[config.mk]
export PLATFORM = sky130hd
export DESIGN_NAME = rst_seq
export DESIGN_NICKNAME = d
export VERILOG_FILES = /design/src/rtl/rst_seq_pkg.sv /design/src/rtl/rst_sync_chain.sv /design/src/rtl/rst_seq.sv
export SDC_FILE = /design/constraint.sdc
export NUM_CORES = 1
export LEC_CHECK = 0
export ABC_AREA = 0
export CORE_MARGIN = 4
export CORE_UTILIZATION = 40
export CTS_BUF_LIST = sky130_fd_sc_hd__clkbuf_4
export CTS_CLUSTER_DIAMETER = 150
export CTS_CLUSTER_SIZE = 12
export DETAILED_ROUTE_END_ITERATION = 6
export GPL_ROUTABILITY_DRIVEN = 0
export SLEW_MARGIN = 20
export SYNTH_ARGS = -nofsm -noshare
export SYNTH_HDL_FRONTEND = slang
export SYNTH_SLANG_ARGS = --single-unit
[constraint.sdc]
create_clock -name clk -period 5.8 [get_ports clk]
set_input_delay 1.74 -clock clk [delete_from_list [all_inputs] [get_ports clk]]
set_output_delay 1.74 -clock clk [all_outputs]
set_load 0.02 [all_outputs]
[src/rtl/rst_seq_pkg.sv]
// rst_seq_pkg: shared definitions for the reset sequencer.
//   - rst_state_t : sequencer state encoding
//   - min1_clog2  : clog2 helper that never returns less than 1
//   - legal parameter ranges for the synchroniser depth and channel count
package rst_seq_pkg;

  typedef enum logic [1:0] {
    ST_SYNC    = 2'd0,
    ST_STRETCH = 2'd1,
    ST_RELEASE = 2'd2,
    ST_DONE    = 2'd3
  } rst_state_t;

  localparam int SYNC_STAGES_MIN = 2;
  localparam int SYNC_STAGES_MAX = 8;
  localparam int NCH_MIN         = 1;
  localparam int NCH_MAX         = 16;

  // Register width for a value of v states; a zero-width vector is never
  // useful, so the result is clamped to 1.
  function automatic int min1_clog2(input int v);
    int r;
    r = $clog2(v);
    return (r < 1) ? 1 : r;
  endfunction

endpackage

[src/rtl/rst_sync_chain.sv]
// rst_sync_chain: asynchronous-assert / synchronous-release reset synchroniser.
// Usable on its own wherever a single synchronised reset is needed.
//   DEPTH  number of synchroniser flops (>= 2)
//   clk    destination clock
//   irst   asynchronous active-high reset; presets every flop
//   orst   synchronised active-high reset (last flop of the chain)
module rst_sync_chain #(
  parameter int DEPTH = 2
) (
  input  logic clk,
  input  logic irst,
  output logic orst
);

  (* ASYNC_REG = "TRUE" *) logic [DEPTH-1:0] chain;

  // A constant 0 is shifted in at bit 0 and travels toward bit DEPTH-1, so
  // release reaches the output DEPTH edges after irst drops.
  always_ff @(posedge clk or posedge irst) begin
    if (irst) chain <= '1;
    else      chain <= {chain[DEPTH-2:0], 1'b0};
  end

  assign orst = chain[DEPTH-1];

endmodule

[src/rtl/rst_seq.sv]
// rst_seq: staggered reset sequencer.
// One asynchronous reset produces NCH resets in the clk domain. Every output
// asserts asynchronously with irst; release is synchronous, held for STRETCH
// cycles after synchronisation, then channels drop one at a time, STAGGER
// cycles apart, lowest index first.
//   clk        sequencer clock
//   irst       asynchronous active-high reset
//   orst       per-channel active-high resets, bit 0 releases first
//   odone      high once every channel is released
//   swrst_req  software reset request (only with RST_SEQ_SWRST_EN)
//   swrst_ack  one-cycle acceptance pulse (only with RST_SEQ_SWRST_EN)
// Optional feature macro: RST_SEQ_SWRST_EN adds the software-reset handshake;
// without it DONE is terminal until irst.
module rst_seq
  import rst_seq_pkg::*;
#(
  parameter int SYNC_STAGES = 2,
  parameter int NCH         = 4,
  parameter int STRETCH     = 16,
  parameter int STAGGER     = 8
) (
  input  logic           clk,
  input  logic           irst,
  output logic [NCH-1:0] orst,
  output logic           odone
`ifdef RST_SEQ_SWRST_EN
  ,
  input  logic           swrst_req,
  output logic           swrst_ack
`endif
);

  // Out-of-range depths are clamped into the supported range.
  localparam int DEPTH = (SYNC_STAGES < SYNC_STAGES_MIN) ? SYNC_STAGES_MIN :
                         (SYNC_STAGES > SYNC_STAGES_MAX) ? SYNC_STAGES_MAX :
                         SYNC_STAGES;
  localparam int MAXCNT = (STRETCH > STAGGER) ? STRETCH : STAGGER;
  localparam int CW     = min1_clog2(MAXCNT + 1);
  localparam int IW     = min1_clog2(NCH);

  localparam logic [CW-1:0] STRETCH_M1 = CW'((STRETCH > 0) ? STRETCH - 1 : 0);
  localparam logic [CW-1:0] STAGGER_M1 = CW'((STAGGER > 0) ? STAGGER - 1 : 0);
  localparam logic [IW-1:0] LAST_IDX   = IW'(NCH - 1);
`ifdef RST_SEQ_SWRST_EN
  localparam logic [CW-1:0] STRETCH_C  = CW'(STRETCH);
`endif

  logic           sync_rst;
  rst_state_t     state, state_nxt;
  logic [CW-1:0]  cnt, cnt_nxt;
  logic [IW-1:0]  idx, idx_nxt;
  logic [NCH-1:0] orst_nxt;
  logic           done_nxt;
  logic           first_go;
`ifdef RST_SEQ_SWRST_EN
  logic           ack_nxt;
`endif

  rst_sync_chain #(.DEPTH(DEPTH)) u_sync (
    .clk  (clk),
    .irst (irst),
    .orst (sync_rst)
  );

  always_ff @(posedge clk or posedge irst) begin
    if (irst) begin
      state <= ST_SYNC;
      cnt   <= '0;
      idx   <= '0;
      orst  <= '1;
      odone <= 1'b0;
    end else begin
      state <= state_nxt;
      cnt   <= cnt_nxt;
      idx   <= idx_nxt;
      orst  <= orst_nxt;
      odone <= done_nxt;
    end
  end

`ifdef RST_SEQ_SWRST_EN
  always_ff @(posedge clk or posedge irst) begin
    if (irst) swrst_ack <= 1'b0;
    else      swrst_ack <= ack_nxt;
  end
`endif

  // The FSM only acts once the synchroniser output itself is low, so the full
  // chain depth protects the release. That costs one edge, so the stretch
  // count starts one lower to keep the release at edge
  // SYNC_STAGES + STRETCH + 1; with STRETCH = 0 the release happens directly.
  // Counters are loaded with N-1 and act at 0, giving N edges per interval.
  always_comb begin
    state_nxt = state;
    cnt_nxt   = cnt;
    idx_nxt   = idx;
    orst_nxt  = orst;
    done_nxt  = odone;
    first_go  = 1'b0;
`ifdef RST_SEQ_SWRST_EN
    ack_nxt   = 1'b0;
`endif
    case (state)
      ST_SYNC: begin
        if (!sync_rst) begin
          if (STRETCH == 0) begin
            first_go = 1'b1;
          end else begin
            state_nxt = ST_STRETCH;
            cnt_nxt   = STRETCH_M1;
          end
        end
      end
      ST_STRETCH: begin
        if (cnt == '0) first_go = 1'b1;
        else           cnt_nxt  = cnt - CW'(1);
      end
      ST_RELEASE: begin
        if (cnt == '0) begin
          orst_nxt[idx] = 1'b0;
          if (idx == LAST_IDX) begin
            done_nxt  = 1'b1;
            state_nxt = ST_DONE;
          end else begin
            idx_nxt = idx + IW'(1);
            cnt_nxt = STAGGER_M1;
          end
        end else begin
          cnt_nxt = cnt - CW'(1);
        end
      end
      ST_DONE: begin
`ifdef RST_SEQ_SWRST_EN
        // Software reset skips the synchroniser: the request is already
        // synchronous to clk.
        if (swrst_req) begin
          orst_nxt  = '1;
          done_nxt  = 1'b0;
          ack_nxt   = 1'b1;
          cnt_nxt   = STRETCH_C;
          state_nxt = ST_STRETCH;
        end
`endif
      end
      default: state_nxt = ST_SYNC;
    endcase

    // Release of channel 0; with a single channel or no stagger this also
    // finishes the whole sequence on the same edge.
    if (first_go) begin
      orst_nxt[0] = 1'b0;
      if (NCH == 1 || STAGGER == 0) begin
        orst_nxt  = '0;
        done_nxt  = 1'b1;
        state_nxt = ST_DONE;
      end else begin
        cnt_nxt   = STAGGER_M1;
        idx_nxt   = IW'(1);
        state_nxt = ST_RELEASE;
      end
    end
  end

endmodule

# --- Yosys cells after proc, flatten, opt, wreduce, memory -nomap -nowiden ---
# Index checks and enable logic that the tools add are counted.
word_totals:
  word_cells: 57
  mem_count: 0
  output_inout_bits: 5
  input_bits: 2
  ff_bits: 16
  rom_bits: 0
  ram_bits: 0
  latchBits: 0
classes:
  reduce_logical: 13
  bitwise_logic: 2
  n_div: 0
  shift: 0
  addsub: 2
  multipliers: 0
  n_eq_ne: 9
  order_cmp: 2
  n_mux: 22
op_table:
  columns: ["operator", "n"]
  rows:
  - ["two-way mux 5 bit", 5]
  - ["two-way mux 2 bit", 8]
  - ["case mux 5 bit (3 select lines)", 1]
  - ["!= test 3 bit, second input constant", 4]
  - ["AND reduction 4 bit", 2]
  - ["two-way mux 1 bit", 6]
  - ["AND reduction 3 bit", 2]
  - ["zero test 5 bit", 1]
  - ["subtractor 5 x 1 -> 5 bit, second input constant", 1]
  - ["AND 4 bit", 1]
  - ["equality test 2 bit, second input constant", 2]
  - ["!= test 4 bit, second input constant", 1]
  - ["NOT 4 bit", 1]
  - ["case mux 2 bit (2 select lines)", 1]
  - ["AND reduction 2 bit", 2]
  - ["nonzero test 2 bit", 2]
  - ["nonzero test 4 bit", 1]
  - ["< comparator 2 x 3 -> 1 bit, second input constant", 1]
  - ["nonzero test 3 bit", 1]
  - ["adder 2 x 1 -> 2 bit, second input constant", 1]
  - ["demux 1 bit (select 2 bit)", 1]
  - ["equality test 2 x 1 -> 1 bit, second input constant", 1]
  - ["greater-or-equal comparator 2 x 1 -> 1 bit, second input constant", 1]
  - ["zero test 2 bit", 1]
  - ["2 further kinds", 2]

# --- Depth between registers and ports, before layout ---
# Gate-level depths: netlist (run 1).
logic_depth:
  word_depth: 9
  mapped_depth: 6
  depth_no_buf: 6

# --- Modules after synthesis ---
# From an unflattened synthesis (run 1), not the netlist that was laid out.
hier_totals:
  cells_unflattened: 88
  area_unflattened_um2: 898.4
by_module_without_submodules:
  columns: ["module", "seq_area_each_um2", "cells_each", "instances", "area_per_inst_um2"]
  rows:
  - ["rst_seq", 355.3, 84, 1, 838.3]
  - ["rst_sync_chain", 52.6, 4, 1, 60.1]

# --- Worst setup path after synthesis (run 1) ---
# Ideal clock, no wire load.
synth_path:
  path_kind: "register to output"
  startpoint: "reg orst[0]"
  endpoint: "out orst[0]"
  stages_incl_launch_ff: 1
  t_arrival_ns: 0.562
  n_path_buf: 0
  slack_ns: 3.498
  t_required_ns: 4.060
  path_cell_list: "dfstp_2"
synth_lines:
  columns: ["element", "line_no", "text"]
  rows:
  - ["start: declaration", "rst_seq.sv:24", "output logic [NCH-1:0] orst,"]
  - ["start signal: assignment", "rst_seq.sv:76", "orst <= orst_nxt;"]
# No word-level cell between the ends.

# --- Worst setup path in the final report (run 1) ---
layout_path:
  startpoint: "reg orst[3]"
  endpoint: "out orst[3]"
# No word-level cell between the ends.

==> out/qor.yml, run 1 <==
run_status:
  status: "finished clean"
route:
  drc: 0
  postRouteAntennaNets: 0
  via_per_inst: 5.21
  via_count: 630
  drtPass1Iterations: 4
  wl_um: 1600
  drtIter0Drc: 13
  avgRoutedWirePerCell_um: 13.2
logic_synthesis:
  synth_edf_count: 0
  ys_seq_area_share_pct: 45.3
  synth_common_cells: "dfrtp_1 (10), ha_1 (10), inv_1 (8), nand2_1 (8), nor2_1 (7)"
  avgSynthCellArea_sq_um: 10.7
  synth_top_cell_area_share_pct: 27.8
  ys_ff_latch: 16
  synth_ff_type: "dfrtp_1"
  synth_area_sq_um: 900
  synth_cell_types: 32
  yosysWarnings: 0
  syn_inst: 84
  synth_area_leader_cell: "dfrtp_1"
  async_flop_share_pct: 100
  yosys-top-cells-area: "dfrtp_1 (28%), dfstp_2 (18%), ha_1 (14%)"
  synthesis.nets: 96
floorplan:
  rows: 16
  die_w_um: 55.4
  die_h_um: 55.4
  core_sq_um: 2040
  die_area_sq_um: 3070
  ios: 7
  initial_core_util_pct: 44.1
final_layout:
  layout-drive-gt1-share_pct: 13.8
  antenna_cells: 0
  nets: 107
  syn_to_final_growth_pct: 13.4
clocking:
  cts_resized: 0
  cts_tree: "done"
  h-tree-depth: 1
  post_cts_buffers: 0
  cts_hold_buffers: 0
  clockBufferDepth: 2
  cts_buffers: 3
  clk_latency_ps: 290
  clockRootBuffer: "clkbuf_4"
  cts_sinks: 16
  cts.clk_slew.worst_paths_ps: 100
sta:
  fin_skew_ps: 8.62
  finalSetupTns_ps: 0
  tightestPinTransition_ps: 647
  holdWs_ps: 358
  max_slew_margin_pct: 56.3
  finalMaxSlewViolations: 0
  max_freq_mhz: 315
  rsz0062_at_grt: "false"
  finalCriticalPeriod_ps: 3180
  hold_viol: 0
  fin_crit_sh_pct: 54.8
  finalSetupViolCount: 0
global_route:
  grt.total_usage_pct: 11.2
  grt_pass1_vias: 623
  grt_max_degree: 17
  grt_pass1_wl_um: 2720
  overflow: 0
  grt_antenna_before_repair: 0
worst_setup_path:
  cpMaxStageDelayCell: "clkdlybuf4s50_1"
  required_ps: 4060
  critPathBufInv: 1
  crit_path_end_kind: "output port"
  cp_top_family: "buffers and inverters"
  arrival_ps: 1440
  cp_max_fo: 2
  path_class: "reg2out"
  cp_slowest_stage_delay_ps: 600
  startpoint_type: "flip-flop"
  crit_chain: "clkdlybuf4s50_1"
placed_design:
  place_hpwl_um: 1170
  port_buffers: 6
power:
  max-vdd-ir-drop_mv: 0.123
  p_leak_uw: 0.000470
  pwr-share-seq_pct: 64.4
  switchingPower_uw: 37.4
  pwr-share-clk_pct: 34.1
  power_uw: 176
  power_density_nw_per_um2: 173
  p_int_uw: 139
  netSwitchingFraction_pct: 21.2
  comb_power_share_pct: 1.6
hold_path:
  hold_path.class: "reg2reg"
run:
  cap_violations: 0
-- metrics by stage --
step	worst slack, ps	instance area (sq um)	cells	util [%]
3_5_place_dp	2950	993	117	48.7
6_report	2620	1020	121	49.9
4_1_cts	2620	1020	121	49.9
2_1_floorplan	3500	900	84	-
5_1_grt	2600	1020	121	49.9
3_3_place_gp	2950	993	117	48.7
-- layout by cell type, fill, tap and decap left out, drive strengths merged, types with 2 or more instances in the layout --
| cell type | Yosys | final |
|---|---|---|
| clkdlybuf4s50 | 0 | 6 |
| inv | 8 | 8 |
| a21oi | 3 | 3 |
| nor3 | 2 | 2 |
| and2 | 2 | 2 |
| nand2 | 8 | 8 |
| ha | 10 | 10 |
| clkbuf | 0 | 3 |
| a21boi | 2 | 2 |
| nor4b | 3 | 3 |
| o21ai | 4 | 4 |
| dfstp | 6 | 6 |
| dfrtp | 10 | 10 |
| nor2 | 7 | 7 |
-- worst paths after layout --
kind | cells past startpoint | endpoint | slack (ps) | from
worst max-delay path | 1 | orst[3] | 2620 | orst[3]
worst min-delay path | 0 | u_sync.chain[1] | 360 | u_sync.chain[0]
worst max register to register | 5 | cnt[1] | 3700 | cnt[0]
worst min register to register | 0 | u_sync.chain[1] | 360 | u_sync.chain[0]
max in group asynchronous | 2 | orst[1] | 3610 | irst
min in group asynchronous | 2 | cnt[4] | 1800 | irst
-- registers in the layout, indices dropped and copies added, names as in the netlist --
signal / count
cnt: 5
idx: 2
odone: 1
orst: 4
u_sync.chain: 2
state: 2
-- power by group through the flow --
stage	logic, uW	clock network, uW	registers [uW]
after floorplan	1.72	0	115
after global placement	2.98	0	115
after detailed placement	3.06	0	115
after CTS	3.09	62.3	113
after global routing	3.29	66.4	113
final	2.77	59.9	113
-- layout make-up --
type | count | area, sq um
Clock buffer | 3 | 22.5
Clock inverter | 1 | 3.75
Fill cell | 209 | 1020
Inverter | 8 | 30.0
Multi-Input combinational cell | 60 | 462
Sequential cell | 16 | 408
Tap cell | 27 | 33.8
Timing Repair Buffer | 6 | 60.1
-- per-layer routing --
layer / GRT usage, % / up-vias / wire, um
li1: - / 313 / -
met1: 13.1 / 303 / 775
met2: 18.4 / 9 / 746
met3: 3.03 / 5 / 42
met4: 6.25 / 0 / 38
met5: 0 / - / 0
-- cell families (layout without fill, tap and decap cells) --
family	count (synthesis)	count (layout)	synth area share, %
simple gates	29	29	18.2
fa+ha+maj	10	10	13.9
xor+xnor	1	1	0.974
other cells	1	1	0.417
mux	2	2	2.78
buf+inv	8	18	3.34
flops	16	16	45.3
compound gates	17	17	15.0
(Power assumes the default switching activity.)
==> run 2, diff against run 1 <==
==> constraint.sdc (replaced) <==
create_clock -name clk -period 3.2 [get_ports clk]
set_input_delay 0.96 -clock clk [delete_from_list [all_inputs] [get_ports clk]]
set_output_delay 0.96 -clock clk [all_outputs]
set_load 0.02 [all_outputs]
==> run 2 against run 1 <==
  * Via count down 1.6%
  * Routed wire length fell by 2.5%
  * Utilization did not move
  * Register-to-register slack worse by 2600 ps
  * Final cell count stayed put
  * First-iteration DRC count decreased by 7.7%
  * Count of clock-buffer cells in the layout did not move
  * Die area is the same
  * Clock skew is 5.1 ps lower
  * Non-clock buffer count unchanged
  * Critical endpoint is now orst[0]
  * Largest power group unchanged
==> out/qor.yml, run 2 (same netlist as run 1, synthesis figures left out) <==
run_status:
  status: "finished clean"
worst_setup_path:
  crit-reg2reg-capture: "cnt[1]"
  cpMaxStageDelayCell: "clkdlybuf4s50_1"
  r2r-start: "cnt[0]"
  crit_chain: "clkdlybuf4s50_1"
  cp_max_fo: 2
  critical_path.startpoint: "orst[0]"
  crit_path_end_kind: "output port"
  critPathBufInv: 1
  cp_top_family: "buffers and inverters"
  startpoint_type: "flip-flop"
  cp_slowest_stage_delay_ps: 600
  r2r_cells: 5
  path_class: "reg2out"
  arrival_ps: 1430
  cp.depth: 1
  rrSetupSlack_ps: 1100
  required_ps: 2240
sta:
  max_slew_margin_pct: 59.1
  finalSetupTns_ps: 0
  finalMaxSlewViolations: 0
  tightestPinTransition_ps: 605
  rsz0062_at_grt: "false"
  hold_viol: 0
  fin_crit_sh_pct: 74.5
  finalCriticalPeriod_ps: 2390
  max_freq_mhz: 419
  finalSetupViolCount: 0
  fin_skew_ps: 3.57
placed_design:
  place_hpwl_um: 1090
  place_area_sq_um: 993
  port_buffers: 6
final_layout:
  regArea_sq_um: 408
  syn_to_final_growth_pct: 13.4
  mostFrequentLayoutCells: "ha_1 (10), dfrtp_1 (10), nand2_1 (8), inv_1 (8), nor2_1 (7)"
  nets: 107
  reg_top3: "cnt (5), orst (4)"
  antenna_cells: 0
  largest_register_ffs: 5
  top_register: "cnt"
  fillCellCount: 190
  multiInputGateArea_sq_um: 462
  layout-drive-gt1-share_pct: 13.8
  fin_area_sq_um: 1020
global_route:
  grt.total_usage_pct: 10.3
  grt_max_degree: 17
  grt_antenna_before_repair: 0
  overflow: 0
  grt_pass1_wl_um: 2560
  grt_pass1_vias: 596
route:
  drc: 0
  via_per_inst: 5.12
  avgRoutedWirePerCell_um: 12.9
  postRouteAntennaNets: 0
  drtPass1Iterations: 4
  drtIter0Drc: 12
  wl_um: 1560
  via_count: 620
power:
  p_leak_uw: 0.000470
  power_density_nw_per_um2: 316
  max-vdd-ir-drop_mv: 0.200
clocking:
  clockBufferDepth: 2
  clk_latency_ps: 290
  cts_buffers: 3
  cts_sinks: 16
  cts_hold_buffers: 0
  cts.clk_slew.worst_paths_ps: 100
  cts_resized: 0
  clockRootBuffer: "clkbuf_4"
  cts_tree: "done"
  post_cts_buffers: 0
  h-tree-depth: 1
hold_path:
  worstHoldEndpoint: "u_sync.chain[1]"
  hold_path.class: "reg2reg"
  min_from: "u_sync.chain[0]"
  holdPathStages: 0
floorplan:
  initial_core_util_pct: 44.1
  core_sq_um: 2040
  die_h_um: 55.4
  die_area_sq_um: 3070
  rows: 16
  ios: 7
  die_w_um: 55.4
run:
  cap_violations: 0
[run 2: worst max-delay path by stage]
| stage | to | slack (ps) |
|---|---|---|
| 5_1_grt | orst[2] | 770 |
| 6_report | orst[0] | 810 |
| 2_1_floorplan | cnt[1] | 1270 |
| 3_5_place_dp | cnt[1] | 1100 |
| 4_1_cts | orst[0] | 800 |
| 3_3_place_gp | cnt[1] | 1110 |
[run 2: routing by layer]
| layer | track usage, % | vias up | share of wire, % |
|---|---|---|---|
| met4 | 4.51 | 0 | 1.1 |
| met2 | 15.7 | 8 | 44 |
| li1 | - | 312 | - |
| met1 | 13.8 | 298 | 52 |
| met5 | 0 | - | 0 |
| met3 | 2.56 | 2 | 2.9 |
[run 2: stage by stage]
stage          hold slack [ps]  std cells  worst slack (ps)  total power (uW)  util (%)
2_1_floorplan              345         84              1270               212         -
3_3_place_gp               346        117              1110               214      48.7
3_5_place_dp               351        117              1100               214      48.7
4_1_cts                    365        121               804               325      49.9
5_1_grt                    367        121               774               333      49.9
6_report                   363        121               815               322      49.9
[run 2: power by group]
group	switching (uW)	total, uW	leakage, uW	internal, uW
logic	4.07	5.20	0.000279	1.13
registers	0.652	205	0.000176	205
clock network	65.9	111	0.0000154	45.3
[run 2: final cells by class]
cell class / instances / area share [%]
Clock buffer: 3 / 2.21
Clock inverter: 1 / 0.368
Inverter: 8 / 2.94
Multi-Input combinational cell: 60 / 45.3
Sequential cell: 16 / 40.0
Tap cell: 27 / 3.31
Timing Repair Buffer: 6 / 5.89
==> run 3, diff against run 2 <==
==> constraint.sdc (replaced) <==
create_clock -name clk -period 2.4 [get_ports clk]
set_input_delay 0.72 -clock clk [delete_from_list [all_inputs] [get_ports clk]]
set_output_delay 0.72 -clock clk [all_outputs]
set_load 0.02 [all_outputs]
==> run 3 against run 2 <==
  * Final cell count increased by 1.7%
  * Highest routed layer unchanged
  * Sequential power increased by 34%
  * Worst hold slack got worse by 1.4 ps
  * Via count increased by 1.1%
  * First-iteration DRC count decreased by 17%
  * Flip-flop and latch count unchanged
  * Total power increased by 30%
  * Largest cell class unchanged
  * Non-clock buffer count increased by 2
  * Count of clock-buffer cells in the layout unchanged
==> out/qor.yml, run 3 (same netlist as run 1, synthesis figures left out) <==
floorplan:
  die_w_um: 55.4
  core_sq_um: 2040
  rows: 16
  die_area_sq_um: 3070
  ios: 7
  initial_core_util_pct: 44.1
  die_h_um: 55.4
sta:
  rsz0062_at_grt: "false"
  max_freq_mhz: 468
  setup_slack_ps: 263
  finalMaxSlewViolations: 0
  finalCriticalPeriod_ps: 2140
  tightestPinTransition_ps: 589
  fin_skew_ps: 1.95
  fin_crit_sh_pct: 89.0
  finalSetupTns_ps: 0
  hold_viol: 0
  finalSetupViolCount: 0
  max_slew_margin_pct: 60.7
global_route:
  grt_antenna_before_repair: 0
  overflow: 0
  grt_pass1_wl_um: 2670
  grt_max_degree: 17
  grt_pass1_vias: 593
  grt.total_usage_pct: 10.9
worst_setup_path:
  crit_path_end_kind: "output port"
  required_ps: 1680
  arrival_ps: 1420
  critPathBufInv: 1
  cp_max_fo: 2
  path_class: "reg2out"
  cp_top_family: "buffers and inverters"
  cp_slowest_stage_delay_ps: 600
  startpoint_type: "flip-flop"
  cpMaxStageDelayCell: "clkdlybuf4s50_1"
  crit_chain: "clkdlybuf4s50_1"
clocking:
  clk_latency_ps: 280
  cts_sinks: 16
  cts_hold_buffers: 0
  cts_buffers: 3
  cts.clk_slew.worst_paths_ps: 90
  cts_resized: 0
  post_cts_buffers: 0
  h-tree-depth: 1
  clockRootBuffer: "clkbuf_4"
  cts_tree: "done"
  clockBufferDepth: 2
run:
  cap_violations: 0
placed_design:
  place_ws_ps: 339
  place_hpwl_um: 1160
  place_area_sq_um: 1010
  port_buffers: 6
run_status:
  status: "finished clean"
route:
  postRouteAntennaNets: 0
  avgRoutedWirePerCell_um: 12.4
  wl_um: 1530
  drtPass1Iterations: 4
  via_count: 627
  via_per_inst: 5.10
  drc: 0
  drtIter0Drc: 10
power:
  power_density_nw_per_um2: 405
  max-vdd-ir-drop_mv: 0.317
  switchingPower_uw: 84.3
  power_uw: 419
  p_int_uw: 335
  pwr-share-clk_pct: 33.1
  netSwitchingFraction_pct: 20.1
  comb_power_share_pct: 1.6
  pwr-share-seq_pct: 65.3
  p_leak_uw: 0.000480
final_layout:
  antenna_cells: 0
  mostFrequentLayoutCells: "ha_1 (10), dfrtp_1 (10), nand2_1 (8), inv_1 (8), nor2_1 (7)"
  largest_register_ffs: 5
  final_util_pct: 50.7
  top_register: "cnt"
  layout-drive-gt1-share_pct: 15.6
  reg_top3: "cnt (5), orst (4)"
  fillCellCount: 200
  nets: 109
  fin_area_sq_um: 1030
  syn_to_final_growth_pct: 15.0
hold_path:
  hold_path.class: "reg2reg"
run 3: changes by cell type in the layout (fill, tap and decap cells not counted), sizes merged:
cell  previous run  this run
buf              0         2
run 3: cell type report:
cell class                      instances  area, sq um  area share [%]
Clock buffer                            3         22.5            2.18
Clock inverter                          1         3.75           0.363
Inverter                                8         30.0            2.90
Multi-Input combinational cell         60          462            44.6
Sequential cell                        16          408            39.4
Tap cell                               27         33.8            3.26
Timing Repair Buffer                    8         75.1            7.26
run 3: final timing paths:
| check | end | cells past startpoint | slack [ps] | from |
|---|---|---|---|---|
| min reg2reg | u_sync.chain[1] | 0 | 360 | u_sync.chain[0] |
| max in group asynchronous | cnt[0] | 2 | 1220 | irst |
| min | u_sync.chain[1] | 0 | 360 | u_sync.chain[0] |
| max | orst[0] | 1 | 260 | orst[0] |
| max reg2reg | cnt[1] | 5 | 340 | cnt[0] |
| min in group asynchronous | odone | 2 | 790 | irst |
run 3: routing by layer:
layer  part of all wire [%]  vias to the layer above  GRT usage, %  routed length (um)
li1                       -                      314             -                   -
met1                     52                      307          14.1                 797
met2                     45                        4          16.7                 685
met3                    1.9                        2          2.33                  29
met4                    1.2                        0          6.25                  18
met5                      0                        -             0                   0
run 3: worst reg2reg max path, delay by kind of cell (launching register included):
| family | cells | cell delay, ps |
|---|---|---|
| compound gates | 1 | 490 |
| simple gates | 1 | 440 |
| flops | 1 | 420 |
| mux | 1 | 340 |
| fa+ha+maj | 1 | 200 |
| buf+inv | 1 | 70 |
run 3: stage by stage:
step | hold WS (ps) | instances
after floorplan | 345 | 84
after global placement | 346 | 119
after detailed placement | 352 | 119
after CTS | 366 | 123
after global routing | 371 | 123
final | 361 | 123
run 3: power by group through the flow:
stage,logic (uW),registers (uW),clock network (uW)
after floorplan,4.15,278,0
after global placement,7.13,279,0
after detailed placement,7.30,279,0
after CTS,7.38,274,150
after global routing,8.22,274,159
final,6.74,274,139
